<file path="src/rtl/day2_pipe_reg_if.sv">
// Handshake bundle for day2_pipe_reg: producer side, consumer side,
// flush control and the registered occupancy count.
// The slave modport is the pipeline itself; the master modport is whoever
// drives it (producer and consumer together, e.g. a testbench).
`timescale 1ns/1ps

interface day2_pipe_reg_if #(
   parameter int WIDTH = 8,
   parameter int DEPTH = 4
);

   localparam int CNT_W = $clog2(DEPTH + 1);

   logic             flush_i;
   logic             in_valid_i;
   logic             in_ready_o;
   logic [WIDTH-1:0] in_data_i;
   logic             out_valid_o;
   logic             out_ready_i;
   logic [WIDTH-1:0] out_data_o;
   logic [CNT_W-1:0] count_o;

   modport master (
      output flush_i,
      output in_valid_i,
      output in_data_i,
      output out_ready_i,
      input  in_ready_o,
      input  out_valid_o,
      input  out_data_o,
      input  count_o
   );

   modport slave (
      input  flush_i,
      input  in_valid_i,
      input  in_data_i,
      input  out_ready_i,
      output in_ready_o,
      output out_valid_o,
      output out_data_o,
      output count_o
   );

endinterface

</file>
<file path="src/rtl/day2_pipe_reg.sv">
// day2_pipe_reg: WIDTH-bit, DEPTH-stage register pipeline with valid/ready
// handshaking. Every stage advances on its own, so a stalled consumer makes
// empty stages collapse rather than freezing the whole chain.
//
// Optional feature macro: PIPE_DATA_RST_EN
//   defined   -> data registers clear to 0 on reset
//   undefined -> data registers carry no reset; only valid bits and count do
// Flush never touches the data registers in either build.
`timescale 1ns/1ps

module day2_pipe_reg #(
   parameter int WIDTH = 8,
   parameter int DEPTH = 4
) (
   input logic           clk,
   input logic           reset,
   day2_pipe_reg_if.slave bus
);

   localparam int CNT_W = $clog2(DEPTH + 1);

   logic [DEPTH-1:0] v_q;
   logic [WIDTH-1:0] d_q [DEPTH];
   logic [CNT_W-1:0] count_q;

   logic [DEPTH-1:0] move;
   logic [DEPTH-1:0] load;
   logic             full_above;
   logic             in_ready;
   logic             accept;

   // Stage k can move forward if the stage ahead is empty or is itself
   // moving; unrolled, that means some stage above k is empty or the
   // consumer is taking the head. Walking from the output end keeps this
   // free of a combinational loop through the move vector.
   always_comb begin
      move       = '0;
      full_above = 1'b1;
      for (int k = DEPTH - 1; k >= 0; k--) begin
         move[k]    = v_q[k] && (bus.out_ready_i || !full_above);
         full_above = full_above && v_q[k];
      end
   end

   // Input side: stage 0 accepts when it is empty or draining, unless the
   // pipe is being discarded this cycle.
   always_comb begin
      in_ready = !reset && !bus.flush_i && (!v_q[0] || move[0]);
      accept   = bus.in_valid_i && in_ready;
   end

   // A stage is loaded either from the producer (stage 0) or from the stage
   // behind it when that stage moves.
   always_comb begin
      load    = '0;
      load[0] = accept;
      for (int k = 1; k < DEPTH; k++) begin
         load[k] = move[k-1];
      end
   end

   // Valid bits: set on load, cleared when the content leaves without a
   // replacement, all dropped on reset or flush.
   always_ff @(posedge clk) begin
      if (reset || bus.flush_i) begin
         v_q <= '0;
      end else begin
         for (int k = 0; k < DEPTH; k++) begin
            if (load[k]) begin
               v_q[k] <= 1'b1;
            end else if (move[k]) begin
               v_q[k] <= 1'b0;
            end
         end
      end
   end

`ifdef PIPE_DATA_RST_EN
   // Data registers: cleared on reset, otherwise written only when loaded.
   always_ff @(posedge clk) begin
      if (reset) begin
         for (int k = 0; k < DEPTH; k++) begin
            d_q[k] <= '0;
         end
      end else begin
         if (load[0]) begin
            d_q[0] <= bus.in_data_i;
         end
         for (int k = 1; k < DEPTH; k++) begin
            if (load[k]) begin
               d_q[k] <= d_q[k-1];
            end
         end
      end
   end
`else
   // Data registers: no reset, written only when loaded so idle stages
   // never toggle. Consumers must qualify data with out_valid_o.
   always_ff @(posedge clk) begin
      if (load[0]) begin
         d_q[0] <= bus.in_data_i;
      end
      for (int k = 1; k < DEPTH; k++) begin
         if (load[k]) begin
            d_q[k] <= d_q[k-1];
         end
      end
   end
`endif

   // Occupancy: one in per accept, one out per consumer handshake; a
   // simultaneous push and pop leaves it unchanged.
   always_ff @(posedge clk) begin
      if (reset || bus.flush_i) begin
         count_q <= '0;
      end else begin
         count_q <= count_q + CNT_W'(accept) - CNT_W'(move[DEPTH-1]);
      end
   end

   // The count must always match the number of occupied stages.
   assert property (@(posedge clk) disable iff (reset)
      count_q == CNT_W'($countones(v_q)));

   assign bus.in_ready_o  = in_ready;
   assign bus.out_valid_o = v_q[DEPTH-1];
   assign bus.out_data_o  = d_q[DEPTH-1];
   assign bus.count_o     = count_q;

endmodule

</file>
<file path="src/flat_wrapper.sv">
// flat-port wrapper written by rule: the top's interface ports become plain ports
module day2_pipe_reg_flat 
#(
   parameter int WIDTH = 8,
   parameter int DEPTH = 4
)
  (clk, reset, bus_flush_i, bus_in_valid_i, bus_in_data_i, bus_out_ready_i, bus_in_ready_o, bus_out_valid_o, bus_out_data_o, bus_count_o);
  day2_pipe_reg_if #(.WIDTH(WIDTH), .DEPTH(DEPTH)) bus_i ();
  input logic clk;
  input logic reset;
  input wire logic [$bits(bus_i.flush_i)-1:0] bus_flush_i;
  input wire logic [$bits(bus_i.in_valid_i)-1:0] bus_in_valid_i;
  input wire logic [$bits(bus_i.in_data_i)-1:0] bus_in_data_i;
  input wire logic [$bits(bus_i.out_ready_i)-1:0] bus_out_ready_i;
  output wire logic [$bits(bus_i.in_ready_o)-1:0] bus_in_ready_o;
  output wire logic [$bits(bus_i.out_valid_o)-1:0] bus_out_valid_o;
  output wire logic [$bits(bus_i.out_data_o)-1:0] bus_out_data_o;
  output wire logic [$bits(bus_i.count_o)-1:0] bus_count_o;
  assign bus_i.flush_i = bus_flush_i;
  assign bus_i.in_valid_i = bus_in_valid_i;
  assign bus_i.in_data_i = bus_in_data_i;
  assign bus_i.out_ready_i = bus_out_ready_i;
  assign bus_in_ready_o = bus_i.in_ready_o;
  assign bus_out_valid_o = bus_i.out_valid_o;
  assign bus_out_data_o = bus_i.out_data_o;
  assign bus_count_o = bus_i.count_o;
  day2_pipe_reg #(.WIDTH(WIDTH), .DEPTH(DEPTH)) u_core (.clk(clk), .reset(reset), .bus(bus_i));
endmodule
</file>
<file path="config.mk">
export PLATFORM = sky130hd
export DESIGN_NAME = day2_pipe_reg_flat
export DESIGN_NICKNAME = d
export VERILOG_FILES = /design/src/rtl/day2_pipe_reg_if.sv /design/src/rtl/day2_pipe_reg.sv /design/src/flat_wrapper.sv
export SDC_FILE = /design/constraint.sdc
export NUM_CORES = 1
export LEC_CHECK = 0
export CORE_MARGIN = 1.5
export CORE_UTILIZATION = 53
export CTS_CLUSTER_SIZE = 24
export DETAILED_ROUTE_END_ITERATION = 6
export PLACE_DENSITY = 0.82
export SYNTH_ARGS = -nofsm -noshare
export SYNTH_HDL_FRONTEND = slang
export SYNTH_SLANG_ARGS = --single-unit
</file>
<file path="constraint.sdc">
create_clock -name clk -period 6.2 [get_ports clk]
set_input_delay 0.93 -clock clk [delete_from_list [all_inputs] [get_ports clk]]
set_output_delay 0.93 -clock clk [all_outputs]
set_load 0.02 [all_outputs]
</file>
* Word level (Yosys, flattened, before mapping)
Memory sizes are Yosys's and may differ from the RTL's.
Cells that the tools add are included.
** Storage, ports and cells
- Flip-flop bits (word level) :: 7
- Bits in writable memories :: 32
- Output and inout port bits :: 13
- Word-level logic and storage cells :: 48
- Memories :: 1
** Memory list
- u_core.d_q :: words 4, width 8, read ports 4, clocked after Yosys merged registers in 0, wr ports 4, line day2_pipe_reg.sv:23 : logic [WIDTH-1:0] d_q [DEPTH];
** Cells by class
- Add/sub/neg operators :: 2
- Mux-type cells :: 16
- Reductions and logical operators :: 24
** Operators by type and width (number)
- two-way mux 1 bit :: 16
- logical AND 1 bit :: 9
- nonzero test 2 bit :: 4
- logical NOT 1 bit :: 6
- logical OR 1 bit :: 5
- adder 3 x 1 -> 3 bit :: 1
- subtractor 3 x 1 -> 3 bit :: 1

* Depth between registers and ports, before layout
Gate-level depths: netlist (run 1).
- Word-level depth :: 10
- Depth in mapped cells :: 8
- Mapped depth without buffers :: 8

* Least setup slack after synthesis (run 1)
Ideal clock, no wire load.
- Kind :: input port to flip-flop
- From :: input reset
- To :: register u_core.count_q[2] (netlist: u_core.bus.count_o[2])
- Setup time :: 111 ps
- Arrival time :: 2592 ps
- Slack :: 3497 ps
- Stages on the path :: 7
- Buffers on the path :: 0
- Cells stage by stage :: nor3b_1 a21boi_1 ha_1 inv_1 fa_1 xnor3_1 nor3_2
** On the way
- Cells in the longest elaborated chain, start to end :: 6
** RTL lines
- start: declaration :: line flat_wrapper.sv:10 : input logic reset;
- logical NOT 1 bit :: line day2_pipe_reg.sv:48 : in_ready = !reset && !bus.flush_i && (!v_q[0] || move[0]);
- logical AND 1 bit (2 in a row) :: line day2_pipe_reg.sv:48
- logical AND 1 bit :: line day2_pipe_reg.sv:49 : accept = bus.in_valid_i && in_ready;
- named net u_core.accept :: line day2_pipe_reg.sv:30 : logic accept;
- adder 3 x 1 -> 3 bit :: line day2_pipe_reg.sv:117 : count_q <= count_q + CNT_W'(accept) - CNT_W'(move[DEPTH-1]);
- subtractor 3 x 1 -> 3 bit :: line day2_pipe_reg.sv:117
- end signal: assignment :: line day2_pipe_reg.sv:117
- end: declaration :: line day2_pipe_reg.sv:24 : logic [CNT_W-1:0] count_q;
The timed path passes the listed nets, and every way through them passes these cells.
A chain may end at the register's enable or synchronous reset.

* Worst setup path after layout (run 1)
- From :: input reset
- To :: output bus_in_ready_o
** On the way
- Cells in the longest elaborated chain, start to end :: 3
** RTL lines
- logical NOT 1 bit :: line day2_pipe_reg.sv:48
- logical AND 1 bit (2 in a row) :: line day2_pipe_reg.sv:48
- end: declaration :: line flat_wrapper.sv:15 : output wire logic [$bits(bus_i.in_ready_o)-1:0] bus_in_ready_o;
No other way between the ends.

==> results of run 1 <==
-- sequential cells by signal (all words and copies together) (netlist names) --
| name | count |
|---|---|
| u_core.bus.count_o | 3 |
| u_core.v_q | 4 |
| u_core.d_q | 32 |
-- synthesized netlist by cell type (all sizes together) --
library cell  count
a21boi            2
and4b             1
nor2b             4
and3b             1
nor3              2
edfxtp           32
and2              2
nor2              1
nor3b             1
fa                1
xnor3             1
a31o              1
ha                2
inv               3
o21a              3
dfxtp             7
-- how the worst max path moves through the flow --
stage | depth (start not counted) | slack (ns) | to | from
6_report | 4 | 2.71 | bus_in_ready_o | reset
5_1_grt | 4 | 2.64 | bus_in_ready_o | reset
4_1_cts | 4 | 2.70 | bus_in_ready_o | reset
3_5_place_dp | 4 | 2.73 | bus_in_ready_o | reset
3_3_place_gp | 4 | 2.77 | bus_in_ready_o | reset
2_1_floorplan | 7 | 3.50 | u_core.bus.count_o[2] | reset
-- routing by layer --
metal  wire length, µm  share of wire
met1               628           0.36
met2               986           0.56
met3               113          0.065
met4                23          0.013
met5                 0              0
-- cell type report --
type | instances | area [µm²] | share of cell area
clock inverters | 3 | 67.6 | 0.0396
multi-input cells | 22 | 203 | 0.119
repair buffers | 25 | 250 | 0.147
clock buffers | 5 | 37.5 | 0.0220
well taps | 28 | 35.0 | 0.0205
inverters | 3 | 11.3 | 0.00660
flip-flops and latches | 39 | 1100 | 0.646
-- per-stage QoR --
step                      cells  area, µm²  hold slack (ns)  power [W]  setup WS [ns]
after floorplan              64       1320            0.400   0.000297           3.50
after detailed placement    117       1600            0.405   0.000307           2.73
after global routing        125       1710            0.437   0.000518           2.64
after global placement      117       1600            0.401   0.000307           2.77
after CTS                   125       1710            0.431   0.000509           2.70
final                       125       1710            0.429   0.000506           2.71
-- worst reg2reg max path, stage by stage (launching register included) --
cell and delay [ns]:
dfxtp_1 0.34, and4b_4 0.23, a21boi_1 0.61, ha_1 0.27
inv_1 0.06, fa_1 0.39, xnor3_1 0.24, nor3_2 0.04
-- where the power goes --
part	internal [W]	total, W	switching [W]
sequential	0.000285	0.000287	0.00000120
clock	0.000125	0.000204	0.0000788
combinational	0.00000908	0.0000150	0.00000593
-- cells in the final DEF, fill, tap and decap left out, types with 2 or more instances in the layout --
cell             synthesis  routed
and2_1                   2       2
inv_1                    3       3
edfxtp_1                32      32
bufinv_16                0       2
dfxtp_1                  7       7
clkbuf_4                 0       5
o21a_1                   3       3
ha_1                     2       2
nor2b_1                  4       4
clkdlybuf4s50_1          0      25
-- logic make-up after synthesis --
logic type	count (synthesis)	synth area share
xor+xnor	1	0.0171
compound gates	6	0.0352
fa+ha+maj	3	0.0343
flops	39	0.837
buf+inv	3	0.00856
simple gates	12	0.0676
==> impl_metrics.toml, run 1 <==
[yosys]
synth_nets = 80
synth_cell_type_count = 18
syn_avg_cell_area_um2 = 20.5
synth_cells = 64
yosys.area.top_type = "edfxtp_1"
synth_top_area_frac = 0.731
yosysWarnings = 0
synth_area_mm2 = 0.00132
synth_seq_cells = 39
synth.area.top_cells = "edfxtp_1, dfxtp_1, ha_1"
seq_area_frac_synth = 0.837

[min_path]
min_from = "u_core.d_q[2][4]"
hold_path_end = "u_core.d_q[3][4]"
hold_class = "reg2reg"
hold_depth = 0

[detailed_routing]
routed-via-count = 639
antenna_left = 0
drt_pass1_iterations = 4
drt-initial-drc-count = 9
post_drt_wl_per_cell_um = 14.0
wirelength_um = 1750
post-route-drc-count = 0
vias_per_cell = 5.11

[sta]
maxSlewViolCount = 0
skew_ns = 0.0145
setup_viol_count_final = 0
tns_ns = 0
period_needed_ns = 3.49
post-route-period-util = 0.563
max_freq_mhz = 287
relSlewSlack = 0.504
rsz0062_at_grt = "no"
max_slew.worst_pin.slew_ns = 0.742
hold_violations = 0

[final_layout]
nFillCells = 139
final_layout_size_suffix_gt1_frac = 0.113
n_antenna_cell = 0
syn2layout_area_growth_pct = 29.7
nets = 112
final_util = 0.749

[worst_setup_path]
arrival_ns = 2.56
critPathMaxFanout = 6
crit_path_start_kind = "input pin"
critPathMaxStageDelay_ns = 0.63
slowest_stage = "clkdlybuf4s50_1"
cpMostUsedCell = "clkdlybuf4s50_1"
r2r-end = "u_core.bus.count_o[2]"
reg2reg_depth = 7
cp-end-kind = "output pin"
crit_chain = "clkdlybuf4s50_1, nor2_2, a21boi_0, clkdlybuf4s50_1"
reg2reg_from = "u_core.v_q[1]"
path_buf_inv = 2
criticalPathCategory = "in2out"
r2r_slack_ns = 3.94
cp.required_ns = 5.27
path_delay_family = "buffers and inverters"

[clock_tree]
clk_path_buf_depth = 2
cts.sinks = 39
clock_latency_ns = 0.34
cts_tree = "built"
htreeDepth = 2
cts-hold-fix-buffers = 0
cts_buffers = 5
root_buffer = "clkbuf_4"
cts_resized = 0
clk_pin_slew_ns = 0.10
cts_setup_buffers = 0

[placed_design]
gp_congestion = 0.812
port_buffers = 25
post-dp-hpwl_um = 1260

[die]
die_w_um = 52.8
start_util = 0.578
die_area_mm2 = 0.00279
ios = 26
rows = 17
die_h_um = 52.8
coreArea_mm2 = 0.00228

[grt]
use_met1 = 0.136
grt_pass1_vias = 629
grtUsageMet3 = 0.0600
grtUsageMet2 = 0.283
grt_pass1_wl_um = 2710
overflow = 0
grt_start_max_net_pins = 14
grt_busiest_layer = "met2"
antenna_found_initial = 0
grt_usage = 0.153

[outcome]
status = "complete, no violations"

[pwr]
p_per_area_mw_per_mm2 = 297
vdd_drop_max_v = 0.000285
p_leak_nw = 0.590

[run]
maxCapViolations = 0
No activity file was read; power rests on OpenSTA's default activity.
==> run 2: changes to the inputs <==
--- a/config.mk
+++ b/config.mk
@@ -6,10 +6,10 @@
 export NUM_CORES = 1
 export LEC_CHECK = 0
 export CORE_MARGIN = 1.5
-export CORE_UTILIZATION = 53
+export CORE_UTILIZATION = 44
 export CTS_CLUSTER_SIZE = 24
 export DETAILED_ROUTE_END_ITERATION = 6
-export PLACE_DENSITY = 0.82
+export PLACE_DENSITY = 0.72
 export SYNTH_ARGS = -nofsm -noshare
 export SYNTH_HDL_FRONTEND = slang
 export SYNTH_SLANG_ARGS = --single-unit
==> constraint.sdc (replaced) <==
create_clock -name clk -period 2.8 [get_ports clk]
set_input_delay 0.42 -clock clk [delete_from_list [all_inputs] [get_ports clk]]
set_output_delay 0.42 -clock clk [all_outputs]
set_load 0.02 [all_outputs]
==> impl_metrics.toml, run 2 (synthesis gave the netlist of run 1 again) <==
[sta]
tns_ns = 0
post-route-period-util = 0.878
max_slew.worst_pin.slew_ns = 0.632
rsz0062_at_grt = "no"
skew_ns = 0.00357
period_needed_ns = 2.46
maxSlewViolCount = 0
max_freq_mhz = 407
hold_violations = 0
setup_viol_count_final = 0
relSlewSlack = 0.578

[die]
ios = 26
start_util = 0.469
coreArea_mm2 = 0.00281
rows = 19
die_w_um = 57.7
die_h_um = 57.7
die_area_mm2 = 0.00333

[worst_setup_path]
cp-end-kind = "output pin"
cp.required_ns = 2.38
criticalPathCategory = "in2out"
critPathMaxFanout = 6
slowest_stage = "clkdlybuf4s50_1"
arrival_ns = 2.04
cpMostUsedCell = "clkdlybuf4s50_1"
reg2reg_depth = 8
critPathMaxStageDelay_ns = 0.63
crit_chain = "clkdlybuf4s50_1, nor2_2, a21boi_0, clkdlybuf4s50_1"
crit_path_start_kind = "input pin"

[run]
maxCapViolations = 0

[final_layout]
postLayoutCellArea_mm2 = 0.00166
regMostFlops = "u_core.d_q"
n_antenna_cell = 0
nets = 113
final_common_cell = "edfxtp_1"
final_util = 0.591
largest_register_ff_count = 32
layout_common_cells = "edfxtp_1, clkdlybuf4s50_1, dfxtp_1, clkbuf_4, nor2b_1"
syn2layout_area_growth_pct = 26.1
final_layout_size_suffix_gt1_frac = 0.103

[clock_tree]
cts-hold-fix-buffers = 0
htreeDepth = 2
clock_latency_ns = 0.32
cts_resized = 0
cts_buffers = 5
cts_tree = "built"
clk_path_buf_depth = 2
cts_setup_buffers = 0
cts.sinks = 39
root_buffer = "clkbuf_4"
clk_pin_slew_ns = 0.10

[placed_design]
post-dp-hpwl_um = 1130
port_buffers = 25
dpl_cell_area_mm2 = 0.00161
gp_congestion = 0.739

[pwr]
p_leak_nw = 0.573
p_per_area_mw_per_mm2 = 548
vdd_drop_max_v = 0.000341

[outcome]
status = "finished, violations left"
violations = "design-rule violations"

[detailed_routing]
wirelength_um = 1490
post-route-drc-count = 4
vias_per_cell = 4.87
post_drt_wl_per_cell_um = 11.6
drt-initial-drc-count = 10
antenna_left = 0
drt_pass1_iterations = 6
routed-via-count = 623

[grt]
grt_usage = 0.112
grt_start_max_net_pins = 12
grt_pass1_vias = 640
grt_pass1_wl_um = 2610
antenna_found_initial = 0
overflow = 0

[min_path]
hold_depth = 0
hold_class = "reg2reg"
## run 2: worst paths after layout
kind                                 to             start  slack [ns]
setup reg to reg  u_core.bus.count_o[2]     u_core.v_q[3]        1.02
setup / recovery         bus_in_ready_o             reset        0.34
hold / removal         u_core.d_q[2][6]  u_core.d_q[1][6]        0.42
hold reg to reg        u_core.d_q[2][6]  u_core.d_q[1][6]        0.42
## run 2: per-layer routing
layer  up-vias  share of wire  GRT usage
met4         0          0.017     0.0897
met2        20           0.55      0.179
met1       294           0.37      0.116
met3         4          0.063     0.0469
li1        305              -          -
met5         -              0          0
## run 2: area by class of cell
class,instances,area [µm²]
multi-input combinational,22,203
tap,31,38.8
clock inverter,2,8.76
inverter,3,11.3
clock buffer,5,37.5
timing repair buffer,26,258
fill,218,1150
sequential,39,1100
## run 2: metrics by stage
step / power (W) / cells / setup WS, ns / hold WS, ns
2_1_floorplan: 0.000657 / 64 / 0.607 / 0.400
3_3_place_gp: 0.000680 / 121 / 0.393 / 0.403
3_5_place_dp: 0.000681 / 121 / 0.331 / 0.405
5_1_grt: 0.000960 / 128 / 0.285 / 0.440
4_1_cts: 0.000926 / 128 / 0.327 / 0.426
6_report: 0.000908 / 128 / 0.343 / 0.424
## run 2: worst max-delay path, delay by kind of cell
kind | cells | cell delay (ns)
buffers and inverters | 2 | 1.11
AO/OA/AOI/OAI | 1 | 0.22
AND/OR/NAND/NOR | 1 | 0.28
## run 2: power by group
group	switching, W	leakage (nW)	internal [W]	total, W
logic	0.0000128	0.196	0.0000208	0.0000335
registers	0.00000253	0.348	0.000632	0.000634
clock network	0.000152	0.0285	0.0000889	0.000241
total	0.000167	0.573	0.000741	0.000908
